## config.mk

```make
export PLATFORM = sky130hd
export DESIGN_NAME = xadc_sample_avg
export DESIGN_NICKNAME = d
export VERILOG_FILES = /design/src/rtl/xadc_sample_avg.sv
export SDC_FILE = /design/constraint.sdc
export NUM_CORES = 1
export LEC_CHECK = 0
export BUFFER_PORTS_ARGS = -buffer_cell sky130_fd_sc_hd__buf_2
export CAP_MARGIN = 0
export CORE_MARGIN = 3
export CORE_UTILIZATION = 30
export CTS_CLUSTER_DIAMETER = 150
export DETAILED_ROUTE_END_ITERATION = 8
export PLACE_DENSITY = 0.6
export SYNTH_ARGS = -nofsm -noshare
export SYNTH_HDL_FRONTEND = slang
export SYNTH_SLANG_ARGS = --single-unit
export TNS_END_PERCENT = 5
```

## constraint.sdc

```tcl
create_clock -name dclk_in -period 5.6 [get_ports dclk_in]
set_input_delay 0.84 -clock dclk_in [delete_from_list [all_inputs] [get_ports dclk_in]]
set_output_delay 0.84 -clock dclk_in [all_outputs]
set_load 0.05 [all_outputs]
```

## src/rtl/xadc_sample_avg.sv

```systemverilog
// XADC DRP sampler: one DRP read of CH_SEL per matching eoc, averages 2^AVG_LOG2 results; THRESH_EN adds the above_out hysteresis comparator.
// Latency eoc->den 1 cycle, drdy->avg_valid 2 cycles; no backpressure, a matching eoc while busy is dropped and flagged on overrun.
module xadc_sample_avg #(
    parameter int          AVG_LOG2 = 4,
    parameter logic [4:0]  CH_SEL   = 5'h10,
    parameter int          TIMEOUT  = 63,
    parameter logic [11:0] THR_HI   = 12'hA00,
    parameter logic [11:0] THR_LO   = 12'h600
) (
    input  logic        dclk_in,
    input  logic        reset_in,
    input  logic        eoc_in,
    input  logic [4:0]  channel_in,
    input  logic        drdy_in,
    input  logic [15:0] do_in,
    output logic        den_out,
    output logic        dwe_out,
    output logic [6:0]  daddr_out,
    output logic [15:0] di_out,
    output logic [11:0] avg_out,
    output logic        avg_valid,
    output logic        timeout_err,
    output logic        overrun,
    output logic        above_out
);

    localparam int ACC_W = 12 + AVG_LOG2;
    localparam int CNT_W = (AVG_LOG2 > 0) ? AVG_LOG2 : 1;
    localparam int TMR_W = $clog2(TIMEOUT + 1);
    localparam logic [CNT_W-1:0] CNT_LAST = CNT_W'((1 << AVG_LOG2) - 1);
    // Timer reads k-1 in the k-th WAIT cycle, so this gives drdy cycles 1..TIMEOUT after den.
    localparam logic [TMR_W-1:0] TMR_LAST = TMR_W'(TIMEOUT - 1);

    typedef enum logic [1:0] {S_IDLE, S_REQ, S_WAIT, S_ACC} state_t;

    state_t           r_state;
    logic [ACC_W-1:0] r_acc;
    logic [CNT_W-1:0] r_cnt;
    logic [TMR_W-1:0] r_timer;
    logic [11:0]      r_sample;
    logic [11:0]      r_avg;
    logic             r_den;
    logic             r_avg_vld;
    logic             r_tmo;
    logic             r_ovr;

    logic             w_eoc_hit;
    logic [ACC_W-1:0] w_sum;
    logic [11:0]      w_avg;
    logic             w_last;
    logic             w_unused;

    assign w_eoc_hit = eoc_in && (channel_in == CH_SEL);
    assign w_sum     = r_acc + ACC_W'(r_sample);
    assign w_avg     = w_sum[ACC_W-1:AVG_LOG2];
    assign w_last    = (r_cnt == CNT_LAST);

`ifdef THRESH_EN
    logic r_above;
    assign above_out = r_above;
    assign w_unused  = &{1'b0, do_in[3:0]};
`else
    assign above_out = 1'b0;
    assign w_unused  = &{1'b0, do_in[3:0], THR_HI, THR_LO};
`endif

    always_ff @(posedge dclk_in or posedge reset_in) begin
        if (reset_in) begin
            r_state   <= S_IDLE;
            r_acc     <= '0;
            r_cnt     <= '0;
            r_timer   <= '0;
            r_sample  <= '0;
            r_avg     <= '0;
            r_den     <= 1'b0;
            r_avg_vld <= 1'b0;
            r_tmo     <= 1'b0;
            r_ovr     <= 1'b0;
`ifdef THRESH_EN
            r_above   <= 1'b0;
`endif
        end else begin
            r_den     <= 1'b0;
            r_avg_vld <= 1'b0;
            r_tmo     <= 1'b0;
            r_ovr     <= w_eoc_hit && (r_state != S_IDLE);
            case (r_state)
                S_IDLE: begin
                    if (w_eoc_hit) begin
                        r_den   <= 1'b1;
                        r_state <= S_REQ;
                    end
                end
                S_REQ: begin
                    r_timer <= '0;
                    r_state <= S_WAIT;
                end
                S_WAIT: begin
                    // drdy wins over the timeout on the last allowed cycle
                    if (drdy_in) begin
                        r_sample <= do_in[15:4];
                        r_state  <= S_ACC;
                    end else if (r_timer == TMR_LAST) begin
                        r_tmo   <= 1'b1;
                        r_state <= S_IDLE;
                    end else begin
                        r_timer <= r_timer + TMR_W'(1);
                    end
                end
                S_ACC: begin
                    if (w_last) begin
                        r_avg     <= w_avg;
                        r_avg_vld <= 1'b1;
                        r_acc     <= '0;
                        r_cnt     <= '0;
`ifdef THRESH_EN
                        if (w_avg >= THR_HI) begin
                            r_above <= 1'b1;
                        end else if (w_avg <= THR_LO) begin
                            r_above <= 1'b0;
                        end
`endif
                    end else begin
                        r_acc <= w_sum;
                        r_cnt <= r_cnt + CNT_W'(1);
                    end
                    r_state <= S_IDLE;
                end
                default: r_state <= S_IDLE;
            endcase
        end
    end

    assign den_out     = r_den;
    assign dwe_out     = 1'b0;
    assign daddr_out   = {2'b00, CH_SEL};
    assign di_out      = 16'h0000;
    assign avg_out     = r_avg;
    assign avg_valid   = r_avg_vld;
    assign timeout_err = r_tmo;
    assign overrun     = r_ovr;

endmodule

```

==> results of run 1 <==
worst reg2reg max path, stage by stage (launching register included):
cell and delay (ns):
dfrtp_1 0.39, ha_1 0.23, fa_1 0.42, a21o_1 0.22, a221oi_2 0.38, nor3_2 0.12
o41ai_4 0.47, or3_1 0.18, a31oi_1 0.07
where the power goes:
| part | total (mW) | switching, mW | leakage, nW | internal (mW) |
|---|---|---|---|---|
| combinational | 0.837 | 0.487 | 0.835 | 0.350 |
| sequential | 0.633 | 0.107 | 0.721 | 0.526 |
| clock | 0.305 | 0.129 | 0.0642 | 0.176 |
stage by stage:
step                power (mW)  std cells  worst slack, ns  hold WS [ns]  cell area, µm²
floorplan                 1.31        314             3.23         0.442            3080
global placement          1.44        449             3.03         0.458            3210
detailed placement        1.47        449             3.01         0.463            3210
CTS                       1.78        456             3.00         0.488            3340
global route              1.93        456             2.83         0.508            3340
finish                    1.78        456             3.00         0.478            3340
kinds of logic after synthesis:
logic type               after synthesis
other                                  2
XOR/XNOR                              15
multiplexers                          17
AND/OR/NAND/NOR                       90
flip-flops                            56
adder cells (fa/ha/maj)               16
AO/OA/AOI/OAI                         59
buffers and inverters                 36
registers in the layout (all words and copies together), names as in the netlist:
register,flops
avg_out,12
avg_valid,1
den_out,1
overrun,1
r_acc,16
r_cnt,4
r_sample,12
r_state,2
r_timer,6
timeout_err,1
placed cells by master, fill, tap and decap left out, types with 4 or more instances in the layout:
| cell | count |
|---|---|
| dfrtp_1 | 56 |
| nand2_1 | 38 |
| buf_2 | 36 |
| conb_1 | 25 |
| nor2_1 | 17 |
| mux2_2 | 16 |
| ha_1 | 15 |
| a21oi_1 | 12 |
| nand3_1 | 12 |
| o21ai_0 | 10 |
| xnor2_1 | 10 |
| o21ai_1 | 9 |
| a22o_1 | 9 |
| xor2_1 | 5 |
| clkbuf_8 | 5 |
| inv_1 | 4 |
| nor3_1 | 4 |
| o31ai_1 | 4 |
area by class of cell:
| type | count | area, µm² | area share (%) |
|---|---|---|---|
| flip-flops and latches | 56 | 1400 | 41.9 |
| clock buffers | 5 | 68.8 | 2.06 |
| well taps | 129 | 161 | 4.83 |
| multi-input cells | 222 | 1440 | 43.2 |
| repair buffers | 37 | 188 | 5.62 |
| inverters | 5 | 18.8 | 0.562 |
| clock inverters | 2 | 60.1 | 1.80 |
worst max-delay path by stage:
stage                              start                 endpoint  slack, ns  cells after the start
CTS                 r_acc[0]$_DFFE_PP0P_  avg_out[10]$_DFFE_PP0P_       3.00                      8
finish              r_acc[0]$_DFFE_PP0P_  avg_out[10]$_DFFE_PP0P_       3.00                      8
floorplan           r_acc[0]$_DFFE_PP0P_    r_acc[14]$_DFFE_PP0P_       3.23                      8
global route        r_acc[0]$_DFFE_PP0P_  avg_out[10]$_DFFE_PP0P_       2.83                      8
detailed placement  r_acc[0]$_DFFE_PP0P_  avg_out[10]$_DFFE_PP0P_       3.01                      8
global placement    r_acc[0]$_DFFE_PP0P_  avg_out[10]$_DFFE_PP0P_       3.03                      8
per-layer routing:
metal	track usage, %	part of all wire (%)	vias to the layer above
li1	-	-	1047
met1	14.0	49	1006
met2	17.9	47	45
met3	2.08	3.9	5
met4	1.94	0.62	0
met5	0	0	-
==> flow_summary.json, run 1 <==
{
  "post_cts_resized": 0,
  "synthArstFlopShare_pct": 100,
  "start_util_pct": 31.6,
  "r2r_cells": 8,
  "ios": 66,
  "synth_top_area_share_pct": 46.9,
  "synth_cells": 291,
  "fin_skew_ns": 0.00888,
  "drv_slew": 0,
  "fin_crit_sh_pct": 46.4,
  "nets": 368,
  "synth_area_per_cell_um2": 10.3,
  "fmax_mhz": 385,
  "cpPeakStageDelay_ns": 0.47,
  "ys_seq_elements": 56,
  "routabilityCongestion": 0.815,
  "required_ns": 5.78,
  "min_path_type": "reg -> reg",
  "antenna_found_initial": 0,
  "h-tree-depth": 2,
  "first_pass_iters": 4,
  "drive_gt1_share_pct": 19.9,
  "synth-simple-area-share_pct": 13.8,
  "rsz0062_at_grt": "no",
  "critPathCaptureType": "flip-flop",
  "min_from": "avg_out[0]$_DFFE_PP0P_",
  "cts_hold_buf": 0,
  "hpwl_um": 4300,
  "cts.sinks": 56,
  "n_antenna_cell": 0,
  "r2r_start": "r_acc[0]$_DFFE_PP0P_",
  "hold_viol_final": 0,
  "netlist_area_mm2": 0.00299,
  "n_fill_cell": 962,
  "grt_usage_pct": 10.5,
  "grt_max_degree": 57,
  "regToRegEndpoint": "avg_out[10]$_DFFE_PP0P_",
  "synth_fa_ha_area_share_pct": 6.95,
  "cts_tree": "built",
  "num_rows": 35,
  "r2r_setup_slack_ns": 3.00,
  "ys.warnings.count": 0,
  "run_status": "finished, final reports clean",
  "tightest_slew_ns": 0.705,
  "area_growth_pct": 11.8,
  "vias": 2103,
  "critPathBufInv": 0,
  "yosys.area.top_type": "dfrtp_1",
  "die_h_um": 106,
  "p_per_area_mw_per_mm2": 531,
  "synthMuxAreaShare_pct": 6.40,
  "cp_slowest_cell": "o41ai_4",
  "cap_violations": 0,
  "ys.flop_type": "dfrtp_1",
  "wire_per_inst_um": 12.7,
  "min_to": "avg_out[0]$_DFFE_PP0P_",
  "port_buffers": 36,
  "post_cts_buffers": 0,
  "synth_top_family_by_area": "simple AND/OR/NAND/NOR gates",
  "ant_nets": 0,
  "grt_pass1_wl_um": 9830,
  "synthXorXnorAreaFrac_pct": 4.40,
  "synth_compound_area_share_pct": 13.6,
  "via_per_inst": 4.61,
  "cts.path.max_buffers": 2,
  "cp_data_arrival_time_ns": 2.78,
  "final_core_util_pct": 35.3,
  "coreArea_mm2": 0.00946,
  "synth_cell_types": 42,
  "yosysMostFrequentCell": "dfrtp_1",
  "relSlewSlack_pct": 52.8,
  "cp_max_fo": 7,
  "die_area_mm2": 0.0112,
  "finalWirelength_um": 5800,
  "grt_pass1_vias": 2184,
  "synth-edff-count": 0,
  "setup_viol": 0,
  "cts_made_buffers": 5,
  "cp_cell_sequence": "ha_1 -> fa_1 -> a21o_1 -> a221oi_2 -> nor3_2 -> o41ai_4 -> or3_1 -> a31oi_1",
  "min_period_ns": 2.60,
  "die_width_um": 106,
  "setup-tns-final_ns": 0,
  "drc_errors": 0,
  "synth.area.top_cells": "dfrtp_1 47%, buf_4 6.3%, ha_1 6.3%",
  "ir_worst_vdd_uv": 188,
  "clk-insertion-delay-late_ns": 0.31,
  "power.leakage_nw": 1.62,
  "whs_path_depth": 2,
  "crit_family": "compound AO/OA/AOI/OAI gates",
  "cts-root-buf": "clkbuf_8",
  "cts.clk_slew.worst_paths_ns": 0.10,
  "detailedRoute.firstIterationViolations": 55,
  "grt_overflow_total": 0,
  "seq_area_frac_synth_pct": 46.9,
  "synthTopCellsByCount": "56 x dfrtp_1, 38 x nand2_1, 25 x buf_4",
  "critical_path.startpoint_type": "flip-flop",
  "critPathKind": "reg -> reg"
}
(Power assumes the default switching activity.)
==> inputs of run 2 (changes only) <==
==> constraint.sdc (replaced) <==
create_clock -name dclk_in -period 2.5 [get_ports dclk_in]
set_input_delay 0.375 -clock dclk_in [delete_from_list [all_inputs] [get_ports dclk_in]]
set_output_delay 0.375 -clock dclk_in [all_outputs]
set_load 0.05 [all_outputs]
==> run 2 against run 1 <==
Non-clock buffer count up 8; clock-buffer cell count up 1; clock skew down 0.0061 ns; final cell count up 2.0%; sequential power up 120%; register-to-register slack worse by 2.9 ns; largest power group unchanged.
==> flow_summary.json, run 2 (same netlist as run 1, synthesis figures left out) <==
{
  "finalWirelength_um": 5870,
  "drv_slew": 0,
  "critPathCaptureType": "flip-flop",
  "ant_nets": 0,
  "hpwl_um": 4350,
  "hold_viol_final": 0,
  "area_growth_pct": 13.1,
  "regToRegEndpoint": "avg_out[10]$_DFFE_PP0P_",
  "detailedRoute.firstIterationViolations": 60,
  "min_path_type": "in -> async",
  "pre_cts_ws_ns": 0.0192,
  "first_pass_iters": 4,
  "ios": 66,
  "layout_common_cells": "56 x dfrtp_1, 38 x nand2_1, 36 x buf_2",
  "cts-root-buf": "clkbuf_8",
  "r2r_setup_slack_ns": 0.12,
  "largest_register_ffs": 16,
  "fmax_mhz": 421,
  "relSlewSlack_pct": 51.2,
  "ir_worst_vdd_uv": 394,
  "fin_ws_ns": 0.125,
  "r2r_start": "r_acc[0]$_DFFE_PP0P_",
  "cts.sinks": 56,
  "drc_errors": 0,
  "die_h_um": 106,
  "cp_data_arrival_time_ns": 2.55,
  "clk-insertion-delay-late_ns": 0.31,
  "grt_overflow_total": 0,
  "coreArea_mm2": 0.00946,
  "cts_tree": "built",
  "run_status": "finished, final reports clean",
  "cts_made_buffers": 5,
  "final_common_cell": "dfrtp_1",
  "setup_viol": 0,
  "tightest_slew_ns": 0.729,
  "required_ns": 2.67,
  "critPathKind": "reg -> reg",
  "via_per_inst": 4.72,
  "h-tree-depth": 2,
  "p_per_area_mw_per_mm2": 1140,
  "wire_per_inst_um": 12.6,
  "r2r_cells": 9,
  "grt_usage_pct": 10.3,
  "drive_gt1_share_pct": 22.6,
  "cts.path.max_buffers": 2,
  "fin_skew_ns": 0.00283,
  "die_width_um": 106,
  "power.leakage_nw": 1.65,
  "n_antenna_cell": 0,
  "min_period_ns": 2.38,
  "routabilityCongestion": 0.850,
  "vias": 2194,
  "port_buffers": 36,
  "nets": 376,
  "grt_pass1_wl_um": 9550,
  "cap_violations": 0,
  "crit_start": "r_acc[0]$_DFFE_PP0P_",
  "start_util_pct": 31.6,
  "die_area_mm2": 0.0112,
  "grt_pass1_vias": 2022,
  "grt_max_degree": 32,
  "antenna_found_initial": 0,
  "fin_crit_sh_pct": 95.0,
  "crit_end": "avg_out[10]$_DFFE_PP0P_",
  "num_rows": 35,
  "cts.clk_slew.worst_paths_ns": 0.09,
  "cp_max_fo": 7,
  "critical_path.startpoint_type": "flip-flop",
  "final_core_util_pct": 35.8,
  "top_register": "r_acc"
}
-- run 2: cell types whose count changed in the layout (fill, tap and decap cells not counted) --
cell / before / now
buf_4: 1 / 8
bufinv_16: 2 / 0
clkinv_2: 0 / 2
buf_12: 0 / 1
clkbuf_8: 5 / 6
fa_1: 1 / 0
fa_2: 0 / 1
ha_1: 15 / 14
ha_2: 0 / 1
-- run 2: worst min path at each step --
| stage | startpoint | to | slack (ns) | depth (start not counted) |
|---|---|---|---|---|
| 6_report | reset_in | r_sample[1]$_DFFE_PP0P_ | 0.11 | 2 |
| 5_1_grt | reset_in | r_sample[2]$_DFFE_PP0P_ | 0.13 | 2 |
| 4_1_cts | reset_in | r_sample[2]$_DFFE_PP0P_ | 0.12 | 2 |
| 3_5_place_dp | avg_out[4]$_DFFE_PP0P_ | avg_out[4]$_DFFE_PP0P_ | 0.46 | 2 |
| 3_3_place_gp | r_acc[0]$_DFFE_PP0P_ | r_acc[0]$_DFFE_PP0P_ | 0.46 | 2 |
| 2_1_floorplan | r_timer[4]$_DFFE_PP0P_ | r_timer[4]$_DFFE_PP0P_ | 0.44 | 1 |
-- run 2: metal layers --
metal | wire length [µm] | track usage, %
met1 | 2850 | 14.7
met2 | 2690 | 15.8
met3 | 295 | 2.88
met4 | 34 | 1.67
met5 | 0 | 0
-- run 2: where the power goes --
group	internal (mW)	switching, mW
Clock	0.222	0.285
Combinational	0.843	1.10
Sequential	1.18	0.242
Total	2.24	1.63
-- run 2: stage by stage --
stage | power [mW] | std cells | instance area (µm²) | hold slack, ns | setup TNS [ns]
after floorplan | 2.94 | 314 | 3080 | 0.442 | 0
after global placement | 3.28 | 454 | 3260 | 0.458 | 0
after detailed placement | 3.33 | 454 | 3260 | 0.461 | 0
after CTS | 3.88 | 463 | 3360 | 0.124 | 0
after global routing | 4.21 | 465 | 3380 | 0.135 | -0.00212
final | 3.87 | 465 | 3380 | 0.108 | 0
-- run 2: area by class of cell --
cell class,instances,area [µm²]
fill,979,6080
multi-input combinational,222,1450
sequential,56,1400
timing repair buffer,45,260
tap,129,161
clock buffer,6,82.6
inverter,5,18.8
clock inverter,2,10.0
-- run 2: what timing repair did --
action                                  in CTS  in global routing
hold buffers                                 0                  0
gates resized for setup                      0                  2
pin swaps                                    1                  3
gates cloned                                 0                  0
buffers inserted                             1                  2
endpoints found under the setup margin       1                  4
-- run 2: worst max-delay path, stage by stage, from the launching register on --
cell      delay [ns]
dfrtp_1         0.40
ha_2            0.21
fa_2            0.35
a21o_1          0.19
a221oi_2        0.30
nor3_2          0.10
o41ai_4         0.33
buf_4           0.19
or3_1           0.10
a31oi_1         0.07
==> inputs of run 3 (changes only) <==
--- a/config.mk
+++ b/config.mk
@@ -5,13 +5,13 @@
 export SDC_FILE = /design/constraint.sdc
 export NUM_CORES = 1
 export LEC_CHECK = 0
-export BUFFER_PORTS_ARGS = -buffer_cell sky130_fd_sc_hd__buf_2
 export CAP_MARGIN = 0
 export CORE_MARGIN = 3
 export CORE_UTILIZATION = 30
 export CTS_CLUSTER_DIAMETER = 150
 export DETAILED_ROUTE_END_ITERATION = 8
-export PLACE_DENSITY = 0.6
+export DONT_BUFFER_PORTS = 1
+export PLACE_DENSITY = 0.55
 export SYNTH_ARGS = -nofsm -noshare
 export SYNTH_HDL_FRONTEND = slang
 export SYNTH_SLANG_ARGS = --single-unit
==> run 3 against run 2 <==
Worst hold slack better by 0.029 ns; first-iteration DRC count up 28%; worst setup slack better by 0.0091 ns; clock skew up 0.0085 ns; wire length up 4.8%; critical path depth unchanged; power up 5.0%; global-route usage up 0.68 points; flip-flop and latch count unchanged; clock power up 37%; clock-buffer cell count down 1; largest power group unchanged; via count down 5.3%.
==> flow_summary.json, run 3 (same netlist as run 1, synthesis figures left out) <==
{
  "tightest_slew_ns": 0.722,
  "die_width_um": 106,
  "detailedRoute.firstIterationViolations": 77,
  "top_register": "r_acc",
  "regToRegEndpoint": "avg_out[8]$_DFFE_PP0P_",
  "cp_data_arrival_time_ns": 2.58,
  "port_buffers": 0,
  "fmax_mhz": 423,
  "critPathCaptureType": "flip-flop",
  "cts.path.max_buffers": 2,
  "largest_register_ffs": 16,
  "p_total_mw": 4.07,
  "die_h_um": 106,
  "finalWirelength_um": 6150,
  "antenna_found_initial": 0,
  "p_per_area_mw_per_mm2": 1260,
  "cts_tree": "built",
  "area_growth_pct": 7.91,
  "ir_worst_vdd_uv": 657,
  "nets": 340,
  "drc_errors": 0,
  "vias": 2078,
  "layout.cells.non_filler": 428,
  "grt_overflow_total": 0,
  "power.leakage_nw": 1.49,
  "drive_gt1_share_pct": 13.0,
  "hold_viol_final": 0,
  "cts-root-buf": "clkbuf_8",
  "r2r_start": "r_acc[0]$_DFFE_PP0P_",
  "num_rows": 35,
  "setup_viol": 0,
  "grt_max_degree": 57,
  "fin_area_mm2": 0.00323,
  "min_period_ns": 2.37,
  "cts_hold_buf": 0,
  "layout_common_cells": "56 x dfrtp_1, 38 x nand2_1, 25 x conb_1",
  "clk-insertion-delay-late_ns": 0.31,
  "cts_made_buffers": 5,
  "coreArea_mm2": 0.00946,
  "r2r_cells": 9,
  "grt_pass1_vias": 2023,
  "via_per_inst": 4.86,
  "first_pass_iters": 4,
  "final_common_cell": "dfrtp_1",
  "cp_cell_sequence": "ha_2 -> fa_2 -> a21o_1 -> a221oi_2 -> nor3_2 -> o41ai_4 -> buf_4 -> xnor2_1 -> o21ai_1",
  "min_path_type": "in -> async",
  "cp_slowest_cell": "dfrtp_1",
  "final_core_util_pct": 34.1,
  "ios": 66,
  "place_area_mm2": 0.00308,
  "drv_slew": 0,
  "critical_path.startpoint_type": "flip-flop",
  "grt_pass1_wl_um": 10000,
  "r2r_setup_slack_ns": 0.13,
  "h-tree-depth": 2,
  "ant_nets": 0,
  "run_status": "finished, final reports clean",
  "n_antenna_cell": 0,
  "routabilityCongestion": 0.830,
  "rsz0062_at_grt": "no",
  "cp_max_fo": 7,
  "cap_violations": 0,
  "cts.clk_slew.worst_paths_ns": 0.11,
  "start_util_pct": 31.6,
  "required_ns": 2.71,
  "grt_usage_pct": 11.0,
  "setup-tns-final_ns": 0,
  "wire_per_inst_um": 14.4,
  "fin_skew_ns": 0.0114,
  "relSlewSlack_pct": 51.9,
  "cpPeakStageDelay_ns": 0.40,
  "dp.cells": 419,
  "hpwl_um": 4390,
  "fin_crit_sh_pct": 94.6,
  "die_area_mm2": 0.0112,
  "critPathKind": "reg -> reg",
  "cts.sinks": 56
}
==> run 3: cell type report <==
type / count / area [µm²]
multi-input combinational: 222 / 1450
timing repair buffer: 9 / 67.6
clock inverter: 2 / 60.1
fill: 1005 / 6230
clock buffer: 5 / 68.8
tap: 129 / 161
inverter: 5 / 18.8
sequential: 56 / 1400
==> run 3: worst max-delay path by stage <==
stage                          from  slack, ns  cells after the start                     end
2_1_floorplan  r_acc[0]$_DFFE_PP0P_       0.13                      8   r_acc[14]$_DFFE_PP0P_
3_3_place_gp   r_acc[0]$_DFFE_PP0P_       0.06                      8   r_acc[14]$_DFFE_PP0P_
3_5_place_dp   r_acc[0]$_DFFE_PP0P_       0.02                      8   r_acc[14]$_DFFE_PP0P_
4_1_cts        r_acc[0]$_DFFE_PP0P_      0.008                      8   r_acc[14]$_DFFE_PP0P_
5_1_grt        r_acc[0]$_DFFE_PP0P_       0.02                      9  avg_out[8]$_DFFE_PP0P_
6_report       r_acc[0]$_DFFE_PP0P_       0.13                      9  avg_out[8]$_DFFE_PP0P_
==> run 3: layer usage <==
metal	track usage (%)	vias to the layer above	wire length, µm
met2	16.8	40	2850
met1	15.5	1045	2970
met5	0	-	0
met4	3.05	0	68
met3	2.63	6	258
li1	-	987	-
==> run 3: what timing repair did <==
item | in CTS | in global routing
endpoints found under the setup margin | 0 | 4
resized for setup | 0 | 2
buffers inserted | 0 | 2
==> run 3: per-stage QoR <==
stage,setup WS [ns],hold WS (ns)
after global routing,0.0174,0.124
after floorplan,0.133,0.442
final,0.134,0.136
after CTS,0.00768,0.130
after detailed placement,0.0195,0.462
after global placement,0.0576,0.460
==> run 3: power breakdown <==
part	switching, mW	total [mW]	internal (mW)
clock network	0.300	0.695	0.395
registers	0.253	1.43	1.18
logic	1.12	1.94	0.824
total	1.67	4.07	2.40
==> run 3: worst max-delay path, delay by kind of cell, from the launching register on <==
| family | cells | cell delay, ns |
|---|---|---|
| and+or+nand+nor | 1 | 0.10 |
| DFF | 1 | 0.40 |
| buffers and inverters | 1 | 0.19 |
| adders and majority gates | 2 | 0.55 |
| xor gates and xnor gates | 1 | 0.13 |
| AOI/OAI and AO/OA | 4 | 0.91 |
